**src/rtl/aes_pkg.sv**
```systemverilog
`default_nettype none
// +----------------------------------------------------------------------------+
// | aes_pkg                                                                    |
// | Shared types and constants for the AES byte-permutation sequencer.         |
// | Revision: 1.0                                                              |
// +----------------------------------------------------------------------------+
package aes_pkg;

  localparam int AES_STATE_BYTES = 16;

  typedef logic [7:0] byte_t;

  typedef logic [1:0] state_t;

  localparam state_t ST_IDLE  = 2'd0;
  localparam state_t ST_START = 2'd1;
  localparam state_t ST_FEED  = 2'd2;
  localparam state_t ST_DRAIN = 2'd3;

endpackage
`default_nettype wire

```
**src/rtl/aes_bpu_valid_pipe.sv**
```systemverilog
`default_nettype none
// +----------------------------------------------------------------------------+
// | aes_bpu_valid_pipe                                                         |
// | Valid-bit shadow of the permutation unit; advances with the unit.          |
// | Revision: 1.0                                                              |
// +----------------------------------------------------------------------------+
module aes_bpu_valid_pipe #(
  parameter int DEPTH = 4
) (
  input  logic clk,
  input  logic rst,
  input  logic clr_i,
  input  logic en_i,
  input  logic din_i,
  output logic tail_o
);

  logic [DEPTH-1:0] vld_q;
  logic [DEPTH-1:0] vld_d;
  logic [DEPTH-1:0] w_shifted;

  generate
    if (DEPTH == 1) begin : g_single
      assign w_shifted = din_i;
    end else begin : g_multi
      assign w_shifted = {vld_q[DEPTH-2:0], din_i};
    end
  endgenerate

  always_comb begin
    vld_d = vld_q;
    if (clr_i) begin
      vld_d = '0;
    end else if (en_i) begin
      vld_d = w_shifted;
    end
  end

  always_ff @(posedge clk or negedge rst) begin
    if (!rst) begin
      vld_q <= '0;
    end else begin
      vld_q <= vld_d;
    end
  end

  assign tail_o = vld_q[DEPTH-1];

endmodule
`default_nettype wire

```
**src/rtl/aes_bpu_round_sequencer.sv**
```systemverilog
`default_nettype none
// +----------------------------------------------------------------------------+
// | aes_bpu_round_sequencer                                                    |
// | Streams AES state bytes through the byte-serial ShiftRows unit per round.  |
// | Revision: 1.0                                                              |
// +----------------------------------------------------------------------------+
module aes_bpu_round_sequencer
  import aes_pkg::*;
#(
  parameter int NUM_ROUNDS = 10,
  parameter int PERM_LAT   = 4
) (
  input  logic       clk,
  input  logic       rst,
  input  logic       start,
  output logic       busy,
  output logic       done,
  output logic [3:0] round_idx,
  input  logic [7:0] s_byte,
  input  logic       s_valid,
  output logic       s_ready,
  output logic [7:0] m_byte,
  output logic       m_valid,
  output logic       m_last,
  input  logic       m_ready,
  output logic       bpu_rst_synch,
  output logic       bpu_shift_left,
  output logic [7:0] bpu_in_byte,
  input  logic [7:0] bpu_out_byte
);

  localparam logic [4:0] c_LAST_BYTE  = 5'(AES_STATE_BYTES - 1);
  localparam logic [4:0] c_FULL       = 5'(AES_STATE_BYTES);
  localparam logic [3:0] c_LAST_ROUND = 4'(NUM_ROUNDS - 1);

  state_t     state_q,   state_d;
  logic [4:0] in_cnt_q,  in_cnt_d;
  logic [4:0] out_cnt_q, out_cnt_d;
  logic [3:0] round_q,   round_d;
  byte_t      out_q,     out_d;
  logic       m_valid_q, m_valid_d;
  logic       m_last_q,  m_last_d;
  logic       done_q,    done_d;

  logic w_tail;
  logic w_slot_free;
  logic w_adv;
  logic w_capture;
  logic w_frame_end;

  aes_bpu_valid_pipe #(
    .DEPTH (PERM_LAT)
  ) u_valid_pipe (
    .clk    (clk),
    .rst    (rst),
    .clr_i  (state_q == ST_START),
    .en_i   (w_adv),
    .din_i  (state_q == ST_FEED),
    .tail_o (w_tail)
  );

  // A bubble at the tail, an empty output slot or a taking sink all let the unit advance.
  assign w_slot_free = !w_tail || !m_valid_q || m_ready;

  always_comb begin
    w_adv       = 1'b0;
    s_ready     = 1'b0;
    bpu_in_byte = 8'h00;
    case (state_q)
      ST_FEED: begin
        s_ready     = w_slot_free;
        w_adv       = s_valid && w_slot_free;
        bpu_in_byte = s_byte;
      end
      ST_DRAIN: begin
        w_adv = w_slot_free;
      end
      default: begin
        w_adv = 1'b0;
      end
    endcase
  end

  assign w_capture   = w_adv && w_tail;
  assign w_frame_end = w_capture && (out_cnt_q == c_LAST_BYTE);

  always_comb begin
    state_d   = state_q;
    in_cnt_d  = in_cnt_q;
    out_cnt_d = out_cnt_q;
    round_d   = round_q;
    out_d     = out_q;
    m_valid_d = m_valid_q;
    m_last_d  = m_last_q;
    done_d    = 1'b0;

    if (w_capture) begin
      out_d     = bpu_out_byte;
      m_valid_d = 1'b1;
      m_last_d  = (out_cnt_q == c_LAST_BYTE);
      out_cnt_d = out_cnt_q + 5'd1;
    end else if (m_valid_q && m_ready) begin
      m_valid_d = 1'b0;
      m_last_d  = 1'b0;
    end

    case (state_q)
      ST_IDLE: begin
        if (start) begin
          state_d   = ST_START;
          round_d   = 4'd0;
          in_cnt_d  = 5'd0;
          out_cnt_d = 5'd0;
        end
      end
      ST_START: begin
        in_cnt_d  = 5'd0;
        out_cnt_d = 5'd0;
        state_d   = ST_FEED;
      end
      ST_FEED: begin
        if (w_adv) begin
          in_cnt_d = in_cnt_q + 5'd1;
          if (in_cnt_d == c_FULL) begin
            state_d = ST_DRAIN;
          end
        end
      end
      default: begin
        state_d = state_q;
      end
    endcase

    // The frame ends on the sixteenth capture; the final byte may still be waiting on the sink.
    if (w_frame_end) begin
      in_cnt_d  = 5'd0;
      out_cnt_d = 5'd0;
      if (round_q < c_LAST_ROUND) begin
        round_d = round_q + 4'd1;
        state_d = ST_START;
      end else begin
        done_d  = 1'b1;
        state_d = ST_IDLE;
      end
    end
  end

  always_ff @(posedge clk or negedge rst) begin
    if (!rst) begin
      state_q   <= ST_IDLE;
      in_cnt_q  <= 5'd0;
      out_cnt_q <= 5'd0;
      round_q   <= 4'd0;
      out_q     <= 8'h00;
      m_valid_q <= 1'b0;
      m_last_q  <= 1'b0;
      done_q    <= 1'b0;
    end else begin
      state_q   <= state_d;
      in_cnt_q  <= in_cnt_d;
      out_cnt_q <= out_cnt_d;
      round_q   <= round_d;
      out_q     <= out_d;
      m_valid_q <= m_valid_d;
      m_last_q  <= m_last_d;
      done_q    <= done_d;
    end
  end

  assign busy           = (state_q != ST_IDLE);
  assign done           = done_q;
  assign round_idx      = round_q;
  assign m_byte         = out_q;
  assign m_valid        = m_valid_q;
  assign m_last         = m_last_q;
  assign bpu_rst_synch  = (state_q == ST_START);
  assign bpu_shift_left = w_adv;

endmodule
`default_nettype wire

```
**config.mk**
```make
export PLATFORM = sky130hd
export DESIGN_NAME = aes_bpu_round_sequencer
export DESIGN_NICKNAME = d
export VERILOG_FILES = /design/src/rtl/aes_pkg.sv /design/src/rtl/aes_bpu_valid_pipe.sv /design/src/rtl/aes_bpu_round_sequencer.sv
export SDC_FILE = /design/constraint.sdc
export NUM_CORES = 1
export LEC_CHECK = 0
export CAP_MARGIN = 5
export CORE_AREA = 2 2 72 74
export CTS_BUF_LIST = sky130_fd_sc_hd__clkbuf_4 sky130_fd_sc_hd__clkbuf_8 sky130_fd_sc_hd__clkbuf_16
export DETAILED_ROUTE_END_ITERATION = 12
export DIE_AREA = 0 0 74 76
export PLACE_DENSITY = 0.59
export SYNTH_ARGS = -nofsm -noshare
export SYNTH_HDL_FRONTEND = slang
export SYNTH_SLANG_ARGS = --single-unit
```
**constraint.sdc**
```tcl
create_clock -name clk -period 2.1 [get_ports clk]
set_input_delay 0.315 -clock clk [delete_from_list [all_inputs] [get_ports clk]]
set_output_delay 0.315 -clock clk [all_outputs]
set_load 0.05 [all_outputs]
```
Word-level counts from Yosys, hierarchy flattened
Index checks and enable logic that the tools add are counted.
- register bits: 31
- input bits: 21
- output and inout bits: 27
- word-level logic and storage cells: 64
- $add $sub $neg: 3
- order comparisons: 1
- equality and inequality tests: 8
- muxes and demuxes: 28
- reductions and logical operators: 15
- operators with widths (cell ; number):
    5-bit two-way mux ; 6
    4-bit two-way mux ; 6
    5-bit case mux with 3 select lines ; 1
    5-bit by 1-bit adder with 5-bit output, second input constant ; 2
    5-bit case mux with 2 select lines ; 1
    3-bit != test, second input constant ; 3
    2-bit two-way mux ; 4
    8-bit two-way mux ; 1
    1-bit two-way mux ; 7
    2-bit case mux with 3 select lines ; 1
    2-bit nonzero test ; 3
    5-bit by 4-bit == test with 1-bit output, second input constant ; 1
    5-bit == test, second input constant ; 1
    4-bit by 1-bit adder with 4-bit output, second input constant ; 1
    2-bit == test, second input constant ; 2
    1-bit logical AND ; 4
    4-bit less-than comparator, second input constant ; 1
    4-bit AND reduction ; 1
    4-bit nonzero test ; 1
    3-bit AND reduction ; 1
    2-bit by 1-bit == test with 1-bit output, second input constant ; 1
    1-bit zero test ; 2
    2-bit zero test ; 1
    1-bit logical OR ; 2
    1-bit case mux with 2 select lines ; 1

Logic depth before layout (Yosys ltp)
Gate-level depths: netlist of the first run.
- depth after elaboration: 10
- gate-level depth with buffers: 9
- gate-level depth less buffers: 8

Hierarchy
Synthesis of the first run repeated with hierarchy kept, for this count alone.
- cells, all modules: 153
- area, all modules: 1669.1 µm²
- by module, submodules not included (module ; instances ; cells each ; area each (µm²) ; seq. area each (µm²)):
    aes_bpu_round_sequencer ; 1 ; 140 ; 1508.9 ; 675.6
    aes_bpu_valid_pipe ; 1 ; 13 ; 160.2 ; 100.1

Least setup slack after synthesis of the first run
OpenSTA, ideal clock, no wires.
- path type: reg2reg
- start point: register m_valid_q (netlist: m_valid)
- end point: register u_valid_pipe.vld_q[0]
- setup time: 125 ps
- data arrival time: 2428 ps
- required time: 1975 ps
- path slack: -452 ps
- stages on the path, launching flop included: 5
- buffers on the path: 0
- period minus slack after synthesis: 2552 ps
- cells stage by stage: dfrtp_1 nor2b_2 a21oi_1 mux2i_1 mux2_2
- longest elaborated chain between the ends: 6
- RTL lines (element ; RTL line ; text):
    start: declaration ; aes_bpu_round_sequencer.sv:41 ; logic m_valid_q, m_valid_d;
    start signal: assignment ; aes_bpu_round_sequencer.sv:164 ; m_valid_q <= m_valid_d;
    1-bit zero test * ; aes_bpu_round_sequencer.sv:63 ; assign w_slot_free = !w_tail || !m_valid_q || m_ready;
    1-bit logical OR * (2 in a row) ; aes_bpu_round_sequencer.sv:63 ;
    1-bit logical AND ; aes_bpu_round_sequencer.sv:72 ; w_adv = s_valid && w_slot_free;
    1-bit case mux with 2 select lines * ; aes_bpu_round_sequencer.sv:69 ; case (state_q)
    net bpu_shift_left ; aes_bpu_round_sequencer.sv:27 ; output logic bpu_shift_left,
    2-bit nonzero test (no line) * ; -- ;
    end signal: assignment ; aes_bpu_valid_pipe.sv:43 ; vld_q <= vld_d;
    end: declaration ; aes_bpu_valid_pipe.sv:18 ; logic [DEPTH-1:0] vld_q;
Mark *: on every way through the listed nets, which the timed path passes. The rest lies on a longest branch.
A chain may end at the register's enable or synchronous reset.

Worst setup path in the final report of the first run
- start point: register state_q[0]
- end point: output bpu_shift_left
- longest elaborated chain between the ends: 2
- elaborated cells between the ends (all ways): 3
- classes of those cells: eq/ne: 2; mux: 1
- RTL lines (element ; RTL line ; text):
    start: declaration ; aes_bpu_round_sequencer.sv:36 ; state_t state_q, state_d;
    start signal: assignment ; aes_bpu_round_sequencer.sv:159 ; state_q <= state_d;
    2-bit == test ; aes_bpu_round_sequencer.sv:69 ;
    1-bit case mux with 2 select lines * ; aes_bpu_round_sequencer.sv:69 ;
    end: declaration ; aes_bpu_round_sequencer.sv:27 ;
Mark *: on every way between the ends. The rest lies on a longest branch, timed or not.

==> flow_summary.yaml, run 1 <==
outcome:
  status: "finished, final reports clean"
cts:
  cts_max_path_buffers: 2
  clk_transition_reported_paths_ps: 60
  ctsHoldBuffers: 0
  cts_resized: 0
  cts_tree: "built"
  cts_made_buffers: 5
  post_cts_buffers: 0
  clockRootBuffer: "clkbuf_8"
  cts.sinks: 31
  cts.htree.levels: 2
  clkLatencyLatePin_ps: 280
routing:
  route.vias.total: 1397
  first_iter_violations: 115
  wl_um: 3534
  drt.antenna.violating_nets: 0
  avgRoutedWirePerCell_um: 11.44
  drcViolationCount: 0
  firstDrtPassIters: 4
  via_per_inst: 4.521
floorplan:
  die_h_um: 76
  die_w_um: 74
  initial_core_util_pct: 33.62
  num_rows: 26
  die_area_um2: 5624
  num_io_pins: 48
  coreArea_um2: 4912
yosys:
  yosysTopAreaCell: "dfrtp_1"
  synth_top_area_share_pct: 46.97
  avgSynthCellArea_um2: 9.279
  syn-num-nets: 210
  yosysSeqAreaShare_pct: 46.97
  synthArstFlopShare_pct: 100.0
  yosysMostFrequentCell: "nand2_1"
  synth.top_cells.by_count: "48 x nand2_1, 31 x dfrtp_1, 12 x o21ai_0"
  syn_inst: 178
  ys.flop_type: "dfrtp_1"
  synth_edf_count: 0
  synth.area.top_cells: "dfrtp_1 47%, nand2_1 11%, ha_1 8.3%"
  ys_types: 33
  syn_area_um2: 1652
  yosysWarnings: 0
  ys_ff_latch: 31
worst_setup_path:
  crit_arrival_ps: 1670
  r2r_start: "state_q[0]"
  endpoint: "bpu_shift_left"
  crit_path_end_kind: "primary output"
  path_class: "reg -> out"
  ff2ff_path_depth: 6
  critPathMaxStageDelay_ps: 440
  crit_path_max_fanout: 6
  worstSetupStartpointType: "flop"
  cp_cell_sequence: "inv_1 > ha_1 > a21oi_4 > a21oi_4 > buf_4 > buf_12"
  reg2reg_to: "state_q[0]"
  crit_top_cell: "a21oi_4"
  rrSetupSlack_ps: 140
  crit_required_ps: 1780
  cp_slowest_cell: "dfrtp_1"
  worstSetupStartpoint: "state_q[0]"
power_and_ir_drop:
  powerDensity_nw_per_um2: 1334
  p_leak_nw: 1.120
  ir_worst_vdd_mv: 0.6406
timing:
  tightest_slew_ps: 522.1
  rsz0062_at_grt: "no"
  slew_headroom_pct: 65.08
  setup_viol: 0
  final.period_utilization_pct: 94.68
  hold_viol: 0
  clock_skew_ps: 7.120
  tns_ps: 0
  fmax_mhz: 502.9
  fin_ws_ps: 111.6
  drv_slew: 0
  fin_crit_ps: 1988
global_route:
  met1_usage_pct: 17.12
  grt_pass1_wl_um: 6154
  antenna_found_initial: 0
  grt_pass1_vias: 1392
  use_met2_pct: 22.95
  grt_max_degree: 32
  overflow: 0
  grtUsageTotal_pct: 14.06
  grt_util_met3_pct: 5.026
  busiest_layer: "met2"
hold_path:
  min_path_type: "in -> async"
cells_and_area:
  drive_gt1_share_pct: 17.99
  final_nets: 270
  fill_cells: 447
  synthToLayoutAreaGrowth_pct: 50.45
  multiInputGateArea_um2: 843.3
  diodes: 0
  seqCellArea_um2: 775.7
placement:
  io_buffers: 47
  gp_congestion: 0.7798
  place_ws_ps: 93.13
  hpwl_um: 2642
job:
  cap_viol_max_count: 0
## metal layers
metal | up-vias | routed length (um)
li1 | 709 | -
met1 | 649 | 1595
met2 | 35 | 1656
met3 | 4 | 235
met4 | 0 | 46
met5 | - | 0
## metrics by stage
stage	util, %	total power [mW]	instances	hold WS [ps]	cell area [um2]
2_1_floorplan	-	2.041	178	19.41	1663
3_3_place_gp	48.14	2.788	301	460.2	2365
3_5_place_dp	48.14	2.802	301	464.4	2365
4_1_cts	50.25	3.337	309	446.1	2469
5_1_grt	50.59	3.565	309	460.1	2485
6_report	50.59	3.315	309	430.4	2485
## cell families after synthesis
family	after synthesis	share of synthesized area, %
AO/OA/AOI/OAI	28	10.38
XOR/XNOR	6	3.182
adder cells (fa/ha/maj)	11	8.333
buffers and inverters	14	3.637
flip-flops	31	46.97
multiplexers	6	3.788
AND/OR/NAND/NOR	82	23.71
## flip-flops by register name, summed over array words and instances, names as in the netlist
name                count
m_byte                  8
done                    1
round_idx               4
out_cnt_q               5
m_last                  1
m_valid                 1
u_valid_pipe.vld_q      4
in_cnt_q                5
state_q                 2
## layout by cell type, fill, tap and decap left out, types with 2 or more instances in the layout
master / netlist / routed
o21ai_0: 12 / 12
buf_4: 0 / 11
xor2_1: 3 / 3
nand3_1: 4 / 4
dfrtp_1: 31 / 31
a21oi_4: 0 / 2
nor2_1: 7 / 7
and3_1: 2 / 2
mux2_2: 2 / 2
nand2_1: 48 / 47
a21oi_1: 4 / 3
nand4_1: 3 / 3
a211oi_1: 2 / 2
nand2b_1: 4 / 4
xnor2_1: 3 / 3
inv_1: 11 / 11
ha_1: 11 / 10
clkdlybuf4s50_1: 0 / 35
clkbuf_8: 0 / 7
and2_1: 8 / 8
o21ai_1: 2 / 2
mux2i_1: 4 / 4
buf_12: 0 / 10
## worst max-delay path, delay by kind of cell (launching register included)
kind / cells / cell delay [ps]
adders and majority gates: 1 / 250
DFF: 1 / 440
buffers and inverters: 3 / 410
AOI/OAI and AO/OA: 2 / 290
## worst min path at each step
stage | from | slack [ps] | cells after the start | endpoint
floorplan | rst | 20 | 0 | done
finish | rst | 430 | 2 | round_idx[0]
global route | rst | 460 | 2 | out_cnt_q[1]
detailed placement | m_byte[4] | 460 | 2 | m_byte[4]
global placement | m_byte[2] | 460 | 2 | m_byte[2]
CTS | rst | 450 | 2 | in_cnt_q[2]
## power breakdown
part / switching [mW] / internal (mW)
Clock: 0.218 / 0.298
Sequential: 0.125 / 0.756
Combinational: 1.12 / 0.797
## cell type report
cell class	count	area share, %
well taps	70	3.525
clock buffers	7	3.877
multi-input cells	133	33.94
inverters	11	1.662
clock inverters	1	0.3021
flip-flops and latches	31	31.22
repair buffers	56	25.48
(Power assumes the default switching activity.)
==> run 2: changes to the inputs <==
Settings changed: CORE_AREA 2 2 72 74 to 2 2 63 65, DIE_AREA 0 0 74 76 to 0 0 65 67, PLACE_DENSITY 0.59 to 0.75, SKIP_LAST_GASP set to 1.
==> flow_summary.yaml, run 2 (same netlist as run 1, synthesis figures left out) <==
outcome:
  status: "finished, final reports clean"
power_and_ir_drop:
  intPower_mw: 1.804
  ir_worst_vdd_mv: 0.8627
  p_switching_mw: 1.459
  pwr-share-seq_pct: 26.9
  comb_power_share_pct: 59.0
  p_leak_nw: 1.116
  clock_power_share_pct: 14.2
  totalPowerFinal_mw: 3.263
  powerDensity_nw_per_um2: 1345
  switching_share_pct: 44.71
cts:
  cts_max_path_buffers: 2
  clockRootBuffer: "clkbuf_8"
  cts_resized: 0
  cts.htree.levels: 2
  cts_made_buffers: 5
  cts_tree: "built"
  ctsHoldBuffers: 0
  clkLatencyLatePin_ps: 280
  cts.sinks: 31
  clk_transition_reported_paths_ps: 60
  post_cts_buffers: 0
floorplan:
  coreArea_um2: 3606
  die_w_um: 65
  num_rows: 22
  num_io_pins: 48
  initial_core_util_pct: 45.80
  die_area_um2: 4355
  die_h_um: 67
routing:
  drcViolationCount: 0
  avgRoutedWirePerCell_um: 12.36
  wl_met1_um: 1600
  top_layer: "met4"
  via_per_inst: 4.850
  firstDrtPassIters: 4
  route.vias.total: 1392
  wl_met2_um: 1693
  drt.antenna.violating_nets: 0
  wl_met3_um: 205
  wl_um: 3548
  first_iter_violations: 55
global_route:
  grt_pass1_vias: 1410
  grt_pass1_wl_um: 6182
  antenna_found_initial: 0
  overflow: 0
  grt_max_degree: 32
  grtUsageTotal_pct: 18.74
worst_setup_path:
  worstSetupStartpointType: "flop"
  path_delay_family: "buffers and inverters"
  crit_path_end_kind: "primary output"
  cp_num_buf_inv: 3
  cp_cell_sequence: "inv_1 > ha_1 > buf_4 > a21boi_1 > buf_12"
  crit_required_ps: 1780
  path_class: "reg -> out"
  critPathMaxStageDelay_ps: 410
  cp_slowest_cell: "dfrtp_1"
  crit_arrival_ps: 1660
  crit_path_max_fanout: 13
timing:
  fmax_mhz: 505.5
  final.period_utilization_pct: 94.19
  clock_skew_ps: 5.456
  tns_ps: 0
  rsz0062_at_grt: "no"
  tightest_slew_ps: 515.2
  hold_viol: 0
  fin_crit_ps: 1978
  setup_viol: 0
  slew_headroom_pct: 65.55
  drv_slew: 0
cells_and_area:
  drive_gt1_share_pct: 16.74
  synthToLayoutAreaGrowth_pct: 46.89
  design_area_um2: 2426
  final_cell_mix: "48 x nand2_1, 35 x clkdlybuf4s50_1, 31 x dfrtp_1"
  largest_reg_flops: 8
  diodes: 0
  fill_cells: 288
  final_nets: 270
  final_common_cell: "nand2_1"
job:
  cap_viol_max_count: 0
placement:
  place_area_um2: 2337
  io_buffers: 47
  gp_congestion: 0.8212
  hpwl_um: 2692
hold_path:
  min_path_type: "in -> async"
run 2: stage by stage:
step	cells	setup slack [ps]	hold WS, ps	util, %
after global placement	279	115.5	458.8	64.82
after global routing	287	5.222	472.7	67.28
final	287	121.9	426.6	67.28
after floorplan	178	19.32	19.41	-
after CTS	287	99.00	432.4	67.28
after detailed placement	279	78.55	466.1	64.82
run 2: layer usage:
| layer | up-vias | track usage, % |
|---|---|---|
| li1 | 710 | - |
| met1 | 641 | 22.64 |
| met2 | 36 | 31.06 |
| met3 | 5 | 4.730 |
| met4 | 0 | 9.309 |
| met5 | - | 0 |
run 2: worst register-to-register path: cells and delay by family, from the launching register on:
family	cells	cell delay [ps]
AOI/OAI and AO/OA	1	170
adders and majority gates	2	300
DFF	1	380
muxes	1	270
and+or+nand+nor	3	720
run 2: layout make-up:
cell class                 count  area, um2  share of cell area [%]
clock buffer                   7      83.83                   3.455
timing repair buffer          56      633.1                   26.10
inverter                      11      41.29                   1.702
clock inverter                 1      5.005                  0.2063
tap                           48      60.06                   2.475
multi-input combinational    133      827.0                   34.09
sequential                    31      775.7                   31.98
run 2: power by group through the flow:
stage                     sequential [mW]  clock [mW]  combinational [mW]
after floorplan                      1.15           0               0.893
after global placement              0.879           0                1.91
after detailed placement            0.884           0                1.93
after CTS                           0.877       0.479                1.94
after global routing                0.899       0.507                2.08
final                               0.876       0.462                1.92
run 2: final timing paths:
path / depth (start not counted) / from / to / slack [ps]
min in group clk: 2 / m_byte[6] / m_byte[6] / 480
max in group asynchronous: 2 / rst / in_cnt_q[2] / 1390
max reg2reg: 7 / out_cnt_q[0] / state_q[0] / 130
min: 2 / rst / out_cnt_q[3] / 430
max: 5 / state_q[0] / s_ready / 120
min reg2reg: 2 / m_byte[6] / m_byte[6] / 480
